--- src/rtl/imm_decode_stage.sv ---
// Immediate decode stage: decodes RV immediates and format, buffers them
// in a 2-entry in-order FIFO, and counts illegal encodings delivered.
module imm_decode_stage #(
  parameter int XLEN  = 32,
  parameter int CNT_W = 16
) (
  input  logic             clk,
  input  logic             rst,
  input  logic             flush,
  input  logic             in_valid,
  output logic             in_ready,
  input  logic [31:0]      in_instr,
  input  logic [XLEN-1:0]  in_pc,
  output logic             out_valid,
  input  logic             out_ready,
  output logic [XLEN-1:0]  out_imm,
  output logic [2:0]       out_fmt,
  output logic [XLEN-1:0]  out_pc,
  output logic             out_illegal,
  output logic [CNT_W-1:0] illegal_cnt
);

  localparam logic [2:0] FMT_NONE = 3'd0;
  localparam logic [2:0] FMT_I    = 3'd1;
  localparam logic [2:0] FMT_S    = 3'd2;
  localparam logic [2:0] FMT_B    = 3'd3;
  localparam logic [2:0] FMT_U    = 3'd4;
  localparam logic [2:0] FMT_J    = 3'd5;
  localparam logic [2:0] FMT_Z    = 3'd6;

  typedef struct packed {
    logic [XLEN-1:0] imm;
    logic [2:0]      fmt;
    logic [XLEN-1:0] pc;
    logic            ill;
  } ent_t;

  logic [6:0]         op;
  logic signed [31:0] i32, s32, b32, u32, j32;
  ent_t               dec;

  assign op = in_instr[6:0];

  always_comb begin
    i32 = {{20{in_instr[31]}}, in_instr[31:20]};
    s32 = {{20{in_instr[31]}}, in_instr[31:25], in_instr[11:7]};
    b32 = {{19{in_instr[31]}}, in_instr[31], in_instr[7],
           in_instr[30:25], in_instr[11:8], 1'b0};
    u32 = {in_instr[31:12], 12'b0};
    j32 = {{11{in_instr[31]}}, in_instr[31], in_instr[19:12],
           in_instr[20], in_instr[30:21], 1'b0};
  end

  always_comb begin
    dec     = '0;
    dec.pc  = in_pc;
    dec.ill = 1'b0;
    unique case (op)
      7'b0000011, 7'b0010011,
      7'b1100111, 7'b0001111: begin
        dec.fmt = FMT_I;
        dec.imm = XLEN'(i32);
      end
      7'b0100011: begin
        dec.fmt = FMT_S;
        dec.imm = XLEN'(s32);
      end
      7'b1100011: begin
        dec.fmt = FMT_B;
        dec.imm = XLEN'(b32);
      end
      7'b0110111, 7'b0010111: begin
        dec.fmt = FMT_U;
        dec.imm = XLEN'(u32);
      end
      7'b1101111: begin
        dec.fmt = FMT_J;
        dec.imm = XLEN'(j32);
      end
      7'b0110011: dec.fmt = FMT_NONE;
      7'b1110011: begin
        if (in_instr[14]) begin
          dec.fmt = FMT_Z;
          dec.imm = XLEN'(in_instr[19:15]);
        end else begin
          dec.fmt = FMT_I;
          dec.imm = XLEN'(i32);
        end
      end
      // RV64-only word ops
      7'b0011011: begin
        if (XLEN == 64) begin
          dec.fmt = FMT_I;
          dec.imm = XLEN'(i32);
        end else begin
          dec.ill = 1'b1;
        end
      end
      7'b0111011: dec.ill = (XLEN != 64);
      default:    dec.ill = 1'b1;
    endcase
    if (in_instr[1:0] != 2'b11) dec.ill = 1'b1;
    if (dec.ill) begin
      dec.imm = '0;
      dec.fmt = FMT_NONE;
    end
  end

  logic [1:0]       count_q, count_d;
  ent_t             head_q, head_d;
  ent_t             tail_q, tail_d;
  logic [CNT_W-1:0] cnt_q, cnt_d;
  logic             push, pop;

  assign in_ready  = ~count_q[1];
  assign out_valid = (count_q != 2'd0);
  assign push      = in_valid && in_ready && !flush;
  assign pop       = out_valid && out_ready && !flush;

  always_comb begin
    count_d = count_q;
    head_d  = head_q;
    tail_d  = tail_q;
    cnt_d   = cnt_q;
    if (flush) begin
      count_d = 2'd0;
    end else begin
      unique case ({push, pop})
        2'b10: begin
          if (count_q == 2'd0) head_d = dec;
          else                 tail_d = dec;
          count_d = count_q + 2'd1;
        end
        2'b01: begin
          head_d  = tail_q;
          count_d = count_q - 2'd1;
        end
        2'b11: head_d = dec;
        default: ;
      endcase
      if (pop && head_q.ill && !(&cnt_q))
        cnt_d = cnt_q + CNT_W'(1);
    end
  end

  always_ff @(posedge clk) begin
    if (rst) begin
      count_q <= 2'd0;
      head_q  <= '0;
      tail_q  <= '0;
      cnt_q   <= '0;
    end else begin
      count_q <= count_d;
      head_q  <= head_d;
      tail_q  <= tail_d;
      cnt_q   <= cnt_d;
    end
  end

  assign out_imm     = out_valid ? head_q.imm : '0;
  assign out_fmt     = out_valid ? head_q.fmt : '0;
  assign out_pc      = out_valid ? head_q.pc  : '0;
  assign out_illegal = out_valid && head_q.ill;
  assign illegal_cnt = cnt_q;

endmodule

--- config.mk ---
export PLATFORM = sky130hd
export DESIGN_NAME = imm_decode_stage
export DESIGN_NICKNAME = d
export VERILOG_FILES = /design/src/rtl/imm_decode_stage.sv
export SDC_FILE = /design/constraint.sdc
export NUM_CORES = 1
export LEC_CHECK = 0
export ABC_AREA = 0
export BUFFER_PORTS_ARGS = -buffer_cell sky130_fd_sc_hd__buf_2
export CORE_ASPECT_RATIO = 1.4
export CORE_MARGIN = 1
export CORE_UTILIZATION = 49
export DETAILED_ROUTE_END_ITERATION = 10
export GPL_ROUTABILITY_DRIVEN = 0
export PLACE_DENSITY_LB_ADDON = 0.3
export SYNTH_ARGS = -nofsm -noshare
export SYNTH_HDL_FRONTEND = slang
export SYNTH_SLANG_ARGS = --single-unit
--- constraint.sdc ---
create_clock -name clk -period 2.2 [get_ports clk]
set_input_delay 0.44 -clock clk [delete_from_list [all_inputs] [get_ports clk]]
set_output_delay 0.44 -clock clk [all_outputs]
set_load 0.02 [all_outputs]
# Yosys cells after proc, flatten, opt, wreduce, memory -nomap -nowiden
# Index checks and enable logic that the tools add are counted.
word_totals:
  reg_bits: 154
  inputBits: 69
  word_cells: 65
op_classes:
  n_addsub: 3
  eq_ne: 16
  muxes: 12
  bitwise_logic: 3
  reduce_logical: 21
op_table:
  columns: ["cell", "n"]
  rows:
  - ["one-hot mux 68 bit (3 select lines)", 1]
  - ["one-hot mux 32 bit (6 select lines)", 1]
  - ["two-way mux 35 bit", 2]
  - ["two-way mux 68 bit", 1]
  - ["two-way mux 32 bit", 2]
  - ["equality test 7 bit, second input constant", 4]
  - ["equality test 7 x 6 -> 1 bit, second input constant", 3]
  - ["one-hot mux 3 bit (6 select lines)", 1]
  - ["adder 16 x 1 -> 16 bit, second input constant", 1]
  - ["AND reduction 16 bit", 1]
  - ["equality test 7 x 5 -> 1 bit, second input constant", 2]
  - ["OR reduction 11 bit", 1]
  - ["equality test 7 x 2 -> 1 bit, second input constant", 1]
  - ["equality test 7 x 4 -> 1 bit, second input constant", 1]
  - ["logical AND 1 bit", 7]
  - ["AND reduction 3 bit", 2]
  - ["equality test 2 bit, second input constant", 2]
  - ["inequality test 2 bit, second input constant", 2]
  - ["one-hot mux 2 bit (2 select lines)", 1]
  - ["nonzero test 2 bit", 2]
  - ["OR reduction 2 bit", 2]
  - ["OR reduction 4 bit", 1]
  - ["two-way mux 3 bit", 1]
  - ["NOT 1 bit", 3]
  - ["8 further kinds", 10]

# Depth between registers and ports, before layout
# Gate-level depths: netlist (run 1).
depth:
  depth_word: 7
  ltp_mapped: 11

# Worst setup path before layout (run 1)
# No wires, ideal clock.
synth_path:
  kind: "input -> register"
  start: "input port flush"
  end: "register head_q[10] (netlist name)"
  setup_ps: 138
  t_arrival_ps: 2214
  setup_slack_ps: -152
  path_stages: 10
  path_cell_list: "buf_2 nor2_1 nand2_1 inv_1 ha_1 clkbuf_1 buf_2 buf_1 mux2i_1 a211oi_1"
synth_between:
  elab_chain_len: 5
synth_rtl:
  columns: ["item", "line_no", "rtl"]
  rows:
  - ["start: declaration", "9", "input logic flush,"]
  - ["logical NOT 1 bit", "117, 118", null]
  - ["logical AND 1 bit, on equally long branches", "118, 117", null]
  - ["equality test 2 bit or equality test 2 x 1 -> 1 bit (tied branches)", "128", "unique case ({push, pop})"]
  - ["inequality test 2 bit (no source line) or nonzero test 3 bit (tied branches)", null, null]
  - ["AND reduction 3 bit (no source line)", null, null]
  - ["end signal: assignment", "149", "head_q <= '0;"]
  - ["end signal: assignment", "154", "head_q <= head_d;"]
  - ["end: declaration", "110", "ent_t head_q, head_d;"]
# Parallel ways exist; a longest one is shown, timed or not.
# A chain may end at the register's enable or synchronous reset.

# Final worst setup path (run 1)
layout_path:
  start: "register count_q[0]"
  end: "output port out_pc[29]"
layout_between:
  elab_chain_len: 2
layout_rtl:
  columns: ["item", "line_no", "rtl"]
  rows:
  - ["start: declaration", "109", "logic [1:0] count_q, count_d;"]
  - ["start signal: assignment", "153", "count_q <= count_d;"]
  - ["nonzero test 2 bit", "116", "assign out_valid = (count_q != 2'd0);"]
  - ["two-way mux 32 bit", "162", "assign out_pc = out_valid ? head_q.pc : '0;"]
  - ["end: declaration", "18", "output logic [XLEN-1:0] out_pc,"]
# Every way passes these cells.

==> results.json, run 1 <==
{
  "dp.cells": 1191,
  "grt_pass1_wl_um": 31100,
  "ys.flop_type": "dfxtp_1",
  "first_global_vias": 6309,
  "hpwl_um": 13100,
  "synth_fp_nets": 953,
  "viasPerCell": 5.59,
  "drt_iter0_markers": 379,
  "outcome": "finished, final reports clean",
  "synthesis.instances": 880,
  "drive_above_1_share_pct": 23.8,
  "core_mm2": 0.0144,
  "fmax_mhz": 476,
  "crit_fanout": 38,
  "syn_avg_cell_area_um2": 8.19,
  "crit_type": "flip-flop to output pin",
  "ys_types": 57,
  "p_leak_nw": 3.47,
  "grt_usage_pct": 25.3,
  "wl_per_cell_um": 15.8,
  "slew_headroom_pct": 54.3,
  "cts_hold_buf": 0,
  "cp_slowest_cell": "dfxtp_4",
  "drv_cap": 0,
  "synthToLayoutAreaGrowth_pct": 25.7,
  "power.density_mw_per_mm2": 703,
  "grt_overflow": 0,
  "fin_crit_sh_pct": 95.5,
  "clock_latency_ps": 420,
  "yosysWarnings": 0,
  "top_level_ports": 155,
  "finalMaxSlewViolations": 0,
  "vias": 6854,
  "syn_area_mm2": 0.00720,
  "worst_ep_required_time_ps": 1760,
  "fillers": 1284,
  "cp_cell_sequence": "nor2_4 -> clkinv_4 -> buf_6 -> and2_1 -> buf_2",
  "min_period_ps": 2100,
  "min_path_type": "input port to flip-flop",
  "routed_wl_um": 19400,
  "final.setup.tns_ps": 0,
  "mostFrequentLayoutCells": "153 x buf_2, 152 x dfxtp_1, 129 x nand2_1",
  "cpPeakStageDelay_ps": 360,
  "cts-buffers-inserted": 17,
  "layout.cells.non_filler": 1227,
  "cts_tree": "yes",
  "synth.yosys.seq_area_share_pct": 42.8,
  "ys_ff_latch": 154,
  "finalHoldViolations": 0,
  "finClkSkew_ps": 9.67,
  "root_buffer": "clkbuf_16",
  "dr.pass1.iters": 4,
  "drc": 0,
  "async_flop_share_pct": 0,
  "ir_worst_vdd_uv": 375,
  "initial_core_util_pct": 50.1,
  "core.rowCount": 52,
  "tightest_slew_ps": 685,
  "reg2reg_slack_ps": 130,
  "critPathArrivalTime_ps": 1660,
  "final_common_cell": "buf_2",
  "place.port_buffers": 154,
  "synth_edf_count": 0,
  "startpoint_type": "flip-flop",
  "clk_pin_slew_worst_paths_ps": 60,
  "htree_levels": 4,
  "setup_viol": 0,
  "endpoint_kind": "output pin",
  "whs_ps": 269,
  "cts_sinks": 154,
  "clockBufferDepth": 2,
  "die_h_um": 145,
  "grt_max_degree": 62,
  "postRouteAntennaNets": 0,
  "die_w_um": 104,
  "antenna_found_initial": 1,
  "die_area_mm2": 0.0152,
  "fin_nets": 1100
}
report_power, final:
part,internal [mW],switching (mW)
Clock,1.77,1.14
Combinational,0.227,0.323
Sequential,2.86,0.0401
Total,4.86,1.50
metrics by stage:
stage | utilization (%) | area [um^2] | setup WS (ps) | total power [mW]
final | 63.0 | 9050 | 100 | 6.36
after global routing | 63.0 | 9050 | -2.26 | 6.59
after CTS | 62.0 | 8910 | 32.7 | 6.38
after detailed placement | 57.9 | 8320 | -59.2 | 3.48
after global placement | 57.9 | 8320 | 57.8 | 3.47
after floorplan | - | 7210 | 3.17 | 3.27
registers in the layout, summed over array words and instances (netlist names):
signal / cells
head_q: 68
count_q: 2
illegal_cnt: 16
tail_q: 68
final timing paths:
kind                 from          to  cells after the start
max            count_q[0]  out_pc[29]                      5
min          in_instr[28]  head_q[44]                      2
max reg2reg    count_q[0]  head_q[55]                      9
min reg2reg    tail_q[22]  tail_q[22]                      2
critical path: cells and delay by family, from the launching register on:
family,cells,cell delay [ps]
simple gates,2,380
flops,1,360
buf+inv,3,490
routing by layer:
metal	track usage, %	wire (um)	vias to the layer above
met1	31.3	8090	3209
met4	11.6	529	0
met3	4.12	999	31
li1	-	-	3391
met5	0	0	-
met2	43.0	9760	223
cell type report:
type                    count  area (um^2)  area share (%)
flip-flops and latches    154         3090            34.1
diodes                      1         2.50          0.0276
multi-input cells         640         3830            42.3
clock inverters            11          149            1.64
well taps                 189          236            2.61
inverters                  14         57.6           0.636
repair buffers            200         1260            13.9
clock buffers              18          429            4.74
synth_stat cells (all sizes together), types with 5 or more instances:
master   instances  area, um^2
nand4            6        37.5
clkbuf          52         196
nand2b           6        37.5
o2bb2ai          6        52.6
buf             20        96.3
nand2          131         492
dfxtp          154        3080
and3             5        31.3
xnor2            8        70.1
a211oi          65         493
nor2            91         347
inv             13        48.8
or3             12        75.1
nor3b            8        60.1
mux2i           33         330
o21ai           35         175
nor3            16        80.1
and2            70         438
a21oi           60         300
a221oi          23         201
nand3            7        35.0
a2bb2oi          6        52.6
timing repair:
item	CTS	global route
resized for setup	3	15
cloned	0	2
endpoints found under the setup margin	36	111
pin swaps	0	3
buffers inserted	0	4
cell families (layout without fill, tap and decap cells):
| logic type | count (synthesis) | count (layout) | synth area share, % |
|---|---|---|---|
| and+or+nand+nor | 374 | 374 | 25.3 |
| AOI/OAI and AO/OA | 219 | 219 | 20.6 |
| DFF | 154 | 154 | 42.8 |
| buffers and inverters | 86 | 243 | 4.81 |
| muxes | 33 | 33 | 4.58 |
| xor gates and xnor gates | 10 | 10 | 1.22 |
| adders and majority gates | 4 | 4 | 0.695 |
| other | 0 | 1 | 0 |
(Power assumes the default switching activity.)
==> run 2, diff against run 1 <==
--- a/config.mk
+++ b/config.mk
@@ -10,9 +10,11 @@
 export CORE_ASPECT_RATIO = 1.4
 export CORE_MARGIN = 1
 export CORE_UTILIZATION = 49
+export CTS_BUF_LIST = sky130_fd_sc_hd__clkbuf_4
 export DETAILED_ROUTE_END_ITERATION = 10
 export GPL_ROUTABILITY_DRIVEN = 0
 export PLACE_DENSITY_LB_ADDON = 0.3
+export SKIP_LAST_GASP = 1
 export SYNTH_ARGS = -nofsm -noshare
 export SYNTH_HDL_FRONTEND = slang
 export SYNTH_SLANG_ARGS = --single-unit
==> results.json, run 2 (synthesis gave the netlist of run 1 again) <==
{
  "drc": 0,
  "core_mm2": 0.0144,
  "mostFrequentLayoutCells": "153 x buf_2, 152 x dfxtp_1, 129 x nand2_1",
  "synthToLayoutAreaGrowth_pct": 22.0,
  "startpoint_type": "flip-flop",
  "die_w_um": 104,
  "top_level_ports": 155,
  "outcome": "finished, final reports clean",
  "vias": 6795,
  "intPower_mw": 3.88,
  "drt_iter0_markers": 318,
  "fin_crit_sh_pct": 95.9,
  "finalMaxSlewViolations": 0,
  "fin_nets": 1101,
  "wl_met2_um": 9510,
  "power.density_mw_per_mm2": 596,
  "endpoint_kind": "output pin",
  "rsz0062_at_grt": "true",
  "clk_pin_slew_worst_paths_ps": 130,
  "final_common_cell": "buf_2",
  "die_h_um": 145,
  "core.rowCount": 52,
  "htree_levels": 4,
  "fmax_mhz": 474,
  "drv_cap": 0,
  "ir_worst_vdd_uv": 306,
  "timing.rr.start": "count_q[0]",
  "p_total_mw": 5.24,
  "clkPwrFrac_pct": 34.0,
  "finClkSkew_ps": 16.5,
  "dp.cells": 1191,
  "crit_fanout": 38,
  "routed_wl_um": 19100,
  "final.setup.tns_ps": 0,
  "switching_share_pct": 25.9,
  "place.port_buffers": 154,
  "min_period_ps": 2110,
  "finalHoldViolations": 0,
  "setup_viol": 0,
  "tightest_slew_ps": 689,
  "final_util_pct": 61.1,
  "layout.cells.non_filler": 1229,
  "cts_tree": "yes",
  "grt_pass1_wl_um": 30900,
  "hpwl_um": 13100,
  "routedLengthMet1_um": 8160,
  "route.top_layer_used": "met4",
  "slew_headroom_pct": 54.1,
  "wl_per_cell_um": 15.6,
  "clockBufferDepth": 2,
  "grt_max_degree": 62,
  "whs_ps": 143,
  "worst_ep_required_time_ps": 1760,
  "drive_above_1_share_pct": 24.1,
  "clock_latency_ps": 530,
  "initial_core_util_pct": 50.1,
  "critPathArrivalTime_ps": 1670,
  "cts_sinks": 154,
  "first_global_vias": 6294,
  "grt_overflow": 0,
  "antenna_found_initial": 2,
  "crit_start": "count_q[1]",
  "min_path_type": "input port to flip-flop",
  "p_sw_mw": 1.36,
  "p_leak_nw": 3.35,
  "dr.pass1.iters": 5,
  "combinationalPowerShare_pct": 10.6,
  "viasPerCell": 5.53,
  "pwr-share-seq_pct": 55.4,
  "crit_type": "flip-flop to output pin",
  "grt_usage_pct": 25.1,
  "hold_start": "in_pc[8]",
  "root_buffer": "clkbuf_4",
  "cts-buffers-inserted": 17,
  "postRouteAntennaNets": 0,
  "die_area_mm2": 0.0152,
  "met3_length_um": 881
}
==> run 2: cell types whose count changed in the layout (fill, tap and decap cells not counted) <==
cell       previous run  this run
a221oi_2              1         2
buf_12                7         8
buf_6                 3         2
clkbuf_1              1         0
diode_2               1         2
buf_4                34        35
clkbuf_4              0        18
clkbuf_16            19         2
a221oi_1             22        21
==> run 2: final cells by class <==
cell class | instances | area, um^2
Multi-Input combinational cell | 640 | 3840
Fill cell | 1335 | 5590
Sequential cell | 154 | 3090
Timing Repair Buffer | 201 | 1280
Inverter | 14 | 57.6
Tap cell | 189 | 236
Antenna cell | 2 | 5.00
Clock buffer | 18 | 135
Clock inverter | 11 | 149
==> run 2: final timing paths <==
check | end | slack, ps | cells past startpoint
setup / recovery | out_pc[29] | 90 | 5
hold / removal | tail_q[9] | 140 | 3
setup reg to reg | head_q[55] | 120 | 9
hold reg to reg | tail_q[22] | 460 | 2
==> run 2: power by group through the flow <==
stage / clock, mW / sequential [mW] / combinational, mW
floorplan: 0 / 2.95 / 0.317
global placement: 0 / 2.96 / 0.511
detailed placement: 0 / 2.97 / 0.520
CTS: 1.82 / 2.90 / 0.529
global route: 1.93 / 2.91 / 0.612
finish: 1.78 / 2.90 / 0.554
==> run 2: per-layer routing <==
layer | vias to the layer above | global-route usage [%]
li1 | 3396 | -
met1 | 3143 | 30.8
met5 | - | 0
met3 | 33 | 4.16
met4 | 0 | 11.0
met2 | 223 | 43.0
==> run 2: repair_timing <==
| action | 4_1_cts | 5_1_grt |
|---|---|---|
| gates cloned | 0 | 2 |
| endpoints found under the hold margin | 0 | 0 |
| endpoints found under the setup margin | 69 | 55 |
| pin swaps | 1 | 3 |
| hold buffers | 0 | 0 |
| setup buffers | 3 | 2 |
| resized for setup | 7 | 14 |
==> run 2: worst max-delay path, stage by stage (launching register included) <==
cell      delay [ps]
dfxtp_2          360
nor2_4           160
clkinv_4          90
buf_12           160
and2_1           190
buf_2            160
==> run 2: through the flow <==
step           worst slack, ps  area (um^2)
6_report                  90.6         8790
5_1_grt                  -13.1         8790
4_1_cts                   33.5         8650
3_5_place_dp             -59.2         8320
3_3_place_gp              57.8         8320
2_1_floorplan             3.17         7210
==> run 3, diff against run 2 <==
--- a/config.mk
+++ b/config.mk
@@ -9,7 +9,7 @@
 export BUFFER_PORTS_ARGS = -buffer_cell sky130_fd_sc_hd__buf_2
 export CORE_ASPECT_RATIO = 1.4
 export CORE_MARGIN = 1
-export CORE_UTILIZATION = 49
+export CORE_UTILIZATION = 32
 export CTS_BUF_LIST = sky130_fd_sc_hd__clkbuf_4
 export DETAILED_ROUTE_END_ITERATION = 10
 export GPL_ROUTABILITY_DRIVEN = 0
==> results.json, run 3 (synthesis gave the netlist of run 1 again) <==
{
  "tightest_slew_ps": 551,
  "finish.instance_area_mm2": 0.00887,
  "critPathTopFamily": "buffers and inverters",
  "crit_type": "flip-flop to output pin",
  "final_common_cell": "buf_2",
  "core.rowCount": 64,
  "endpoint_kind": "output pin",
  "viasPerCell": 5.05,
  "cts_sinks": 154,
  "slew_headroom_pct": 63.3,
  "fmax_mhz": 467,
  "grt_pass1_wl_um": 32400,
  "fin_nets": 1101,
  "grt_max_degree": 71,
  "postRouteAntennaNets": 0,
  "initial_core_util_pct": 32.8,
  "power.density_mw_per_mm2": 585,
  "placed_area_mm2": 0.00847,
  "root_buffer": "clkbuf_4",
  "hpwl_um": 14200,
  "min_path_type": "input port to flip-flop",
  "drv_cap": 0,
  "dr.pass1.iters": 6,
  "cts_hold_buf": 0,
  "cp_slowest_cell": "dfxtp_2",
  "min_period_ps": 2140,
  "holdPathStages": 3,
  "cp_num_buf_inv": 3,
  "worst_ep_required_time_ps": 1760,
  "cpPeakStageDelay_ps": 360,
  "holdPathEnd": "tail_q[8]",
  "register_area_mm2": 0.00309,
  "die_w_um": 129,
  "cp_cell_sequence": "nor2_4 -> clkinv_4 -> buf_6 -> and2_1 -> buf_2",
  "die_area_mm2": 0.0231,
  "rsz0062_at_grt": "true",
  "finalMaxSlewViolations": 0,
  "worst_r2r_path_depth": 8,
  "antenna_found_initial": 1,
  "first_global_vias": 6155,
  "p_leak_nw": 3.34,
  "clk_pin_slew_worst_paths_ps": 160,
  "setup_viol": 0,
  "cts-buffers-inserted": 17,
  "grt_usage_pct": 17.8,
  "mostFrequentLayoutCells": "153 x buf_2, 152 x dfxtp_1, 131 x nand2_1",
  "outcome": "finished, final reports clean",
  "vias": 6768,
  "wl_per_cell_um": 15.5,
  "final_util_pct": 40.4,
  "cts_tree": "yes",
  "routed_wl_um": 20800,
  "fillers": 2327,
  "drt_iter0_markers": 457,
  "startpoint_type": "flip-flop",
  "hold_start": "in_pc[7]",
  "htree_levels": 4,
  "grt_overflow": 0,
  "synthToLayoutAreaGrowth_pct": 23.1,
  "critPathArrivalTime_ps": 1700,
  "drc": 0,
  "layout.cells.non_filler": 1339,
  "finalHoldViolations": 0,
  "crit_cells": 5,
  "reg2reg_slack_ps": 110,
  "drive_above_1_share_pct": 23.9,
  "core_mm2": 0.0219,
  "finClkSkew_ps": 25.3,
  "timing.rr.start": "count_q[1]",
  "ir_worst_vdd_uv": 248,
  "clockBufferDepth": 2,
  "top_level_ports": 155,
  "fin_crit_sh_pct": 97.4,
  "clock_latency_ps": 580,
  "die_h_um": 180,
  "crit_fanout": 29,
  "reg2reg_to": "illegal_cnt[15]",
  "multi_input_area_mm2": 0.00381,
  "dp.cells": 1302,
  "place.port_buffers": 154
}
-- run 3: cell types whose count changed in the layout (fill, tap and decap cells not counted), sizes merged --
cell      previous run  this run
inv                 15        20
buf                199       200
clkinv               4         7
bufinv               3         0
clkbuf              20        18
clkinvlp             3         2
diode                2         1
-- run 3: layout make-up --
type / instances / area share, %
Antenna cell: 1 / 0.0282
Clock inverter: 15 / 1.90
Sequential cell: 154 / 34.8
Inverter: 14 / 0.649
Timing Repair Buffer: 201 / 14.0
Clock buffer: 17 / 1.44
Tap cell: 297 / 4.19
Multi-Input combinational cell: 640 / 43.0
-- run 3: metal layers --
metal	GRT usage, %	up-vias	wire length (um)
li1	-	3381	-
met1	21.9	3155	8880
met2	30.4	200	10400
met3	3.30	32	1000
met4	7.20	0	490
met5	0	-	0
-- run 3: worst reg2reg max path, delay by kind of cell (launching register included) --
family                 cells  cell delay, ps
AO/OA/AOI/OAI              1             150
buffers and inverters      3             380
flip-flops                 1             400
AND/OR/NAND/NOR            4            1110
-- run 3: repair_timing --
| item | 4_1_cts | 5_1_grt |
|---|---|---|
| cloned | 0 | 1 |
| pin swaps | 1 | 1 |
| buffers inserted | 2 | 1 |
| endpoints found under the setup margin | 69 | 149 |
| resized for setup | 6 | 9 |
-- run 3: how the worst max path moves through the flow --
stage | to | slack [ps] | start
3_5_place_dp | tail_q[2] | -60 | flush
3_3_place_gp | tail_q[22] | -40 | flush
6_report | out_illegal | 60 | count_q[0]
5_1_grt | out_illegal | -50 | count_q[1]
4_1_cts | out_illegal | -20 | count_q[1]
2_1_floorplan | tail_q[29] | 3 | flush
-- run 3: power breakdown --
group	internal, mW	switching [mW]
registers	2.87	0.0376
logic	0.220	0.327
clock network	0.525	1.22
-- run 3: stage by stage --
| stage | hold slack, ps | total power, mW | TNS, ps | worst slack [ps] |
|---|---|---|---|---|
| after floorplan | 427 | 3.27 | 0 | 3.17 |
| after CTS | 28.3 | 5.27 | -96.8 | -15.5 |
| after detailed placement | 447 | 3.49 | -1490 | -63.3 |
| final | 90.3 | 5.19 | 0 | 57.1 |
| after global routing | 30.5 | 5.46 | -1680 | -49.9 |
| after global placement | 441 | 3.49 | -927 | -39.5 |
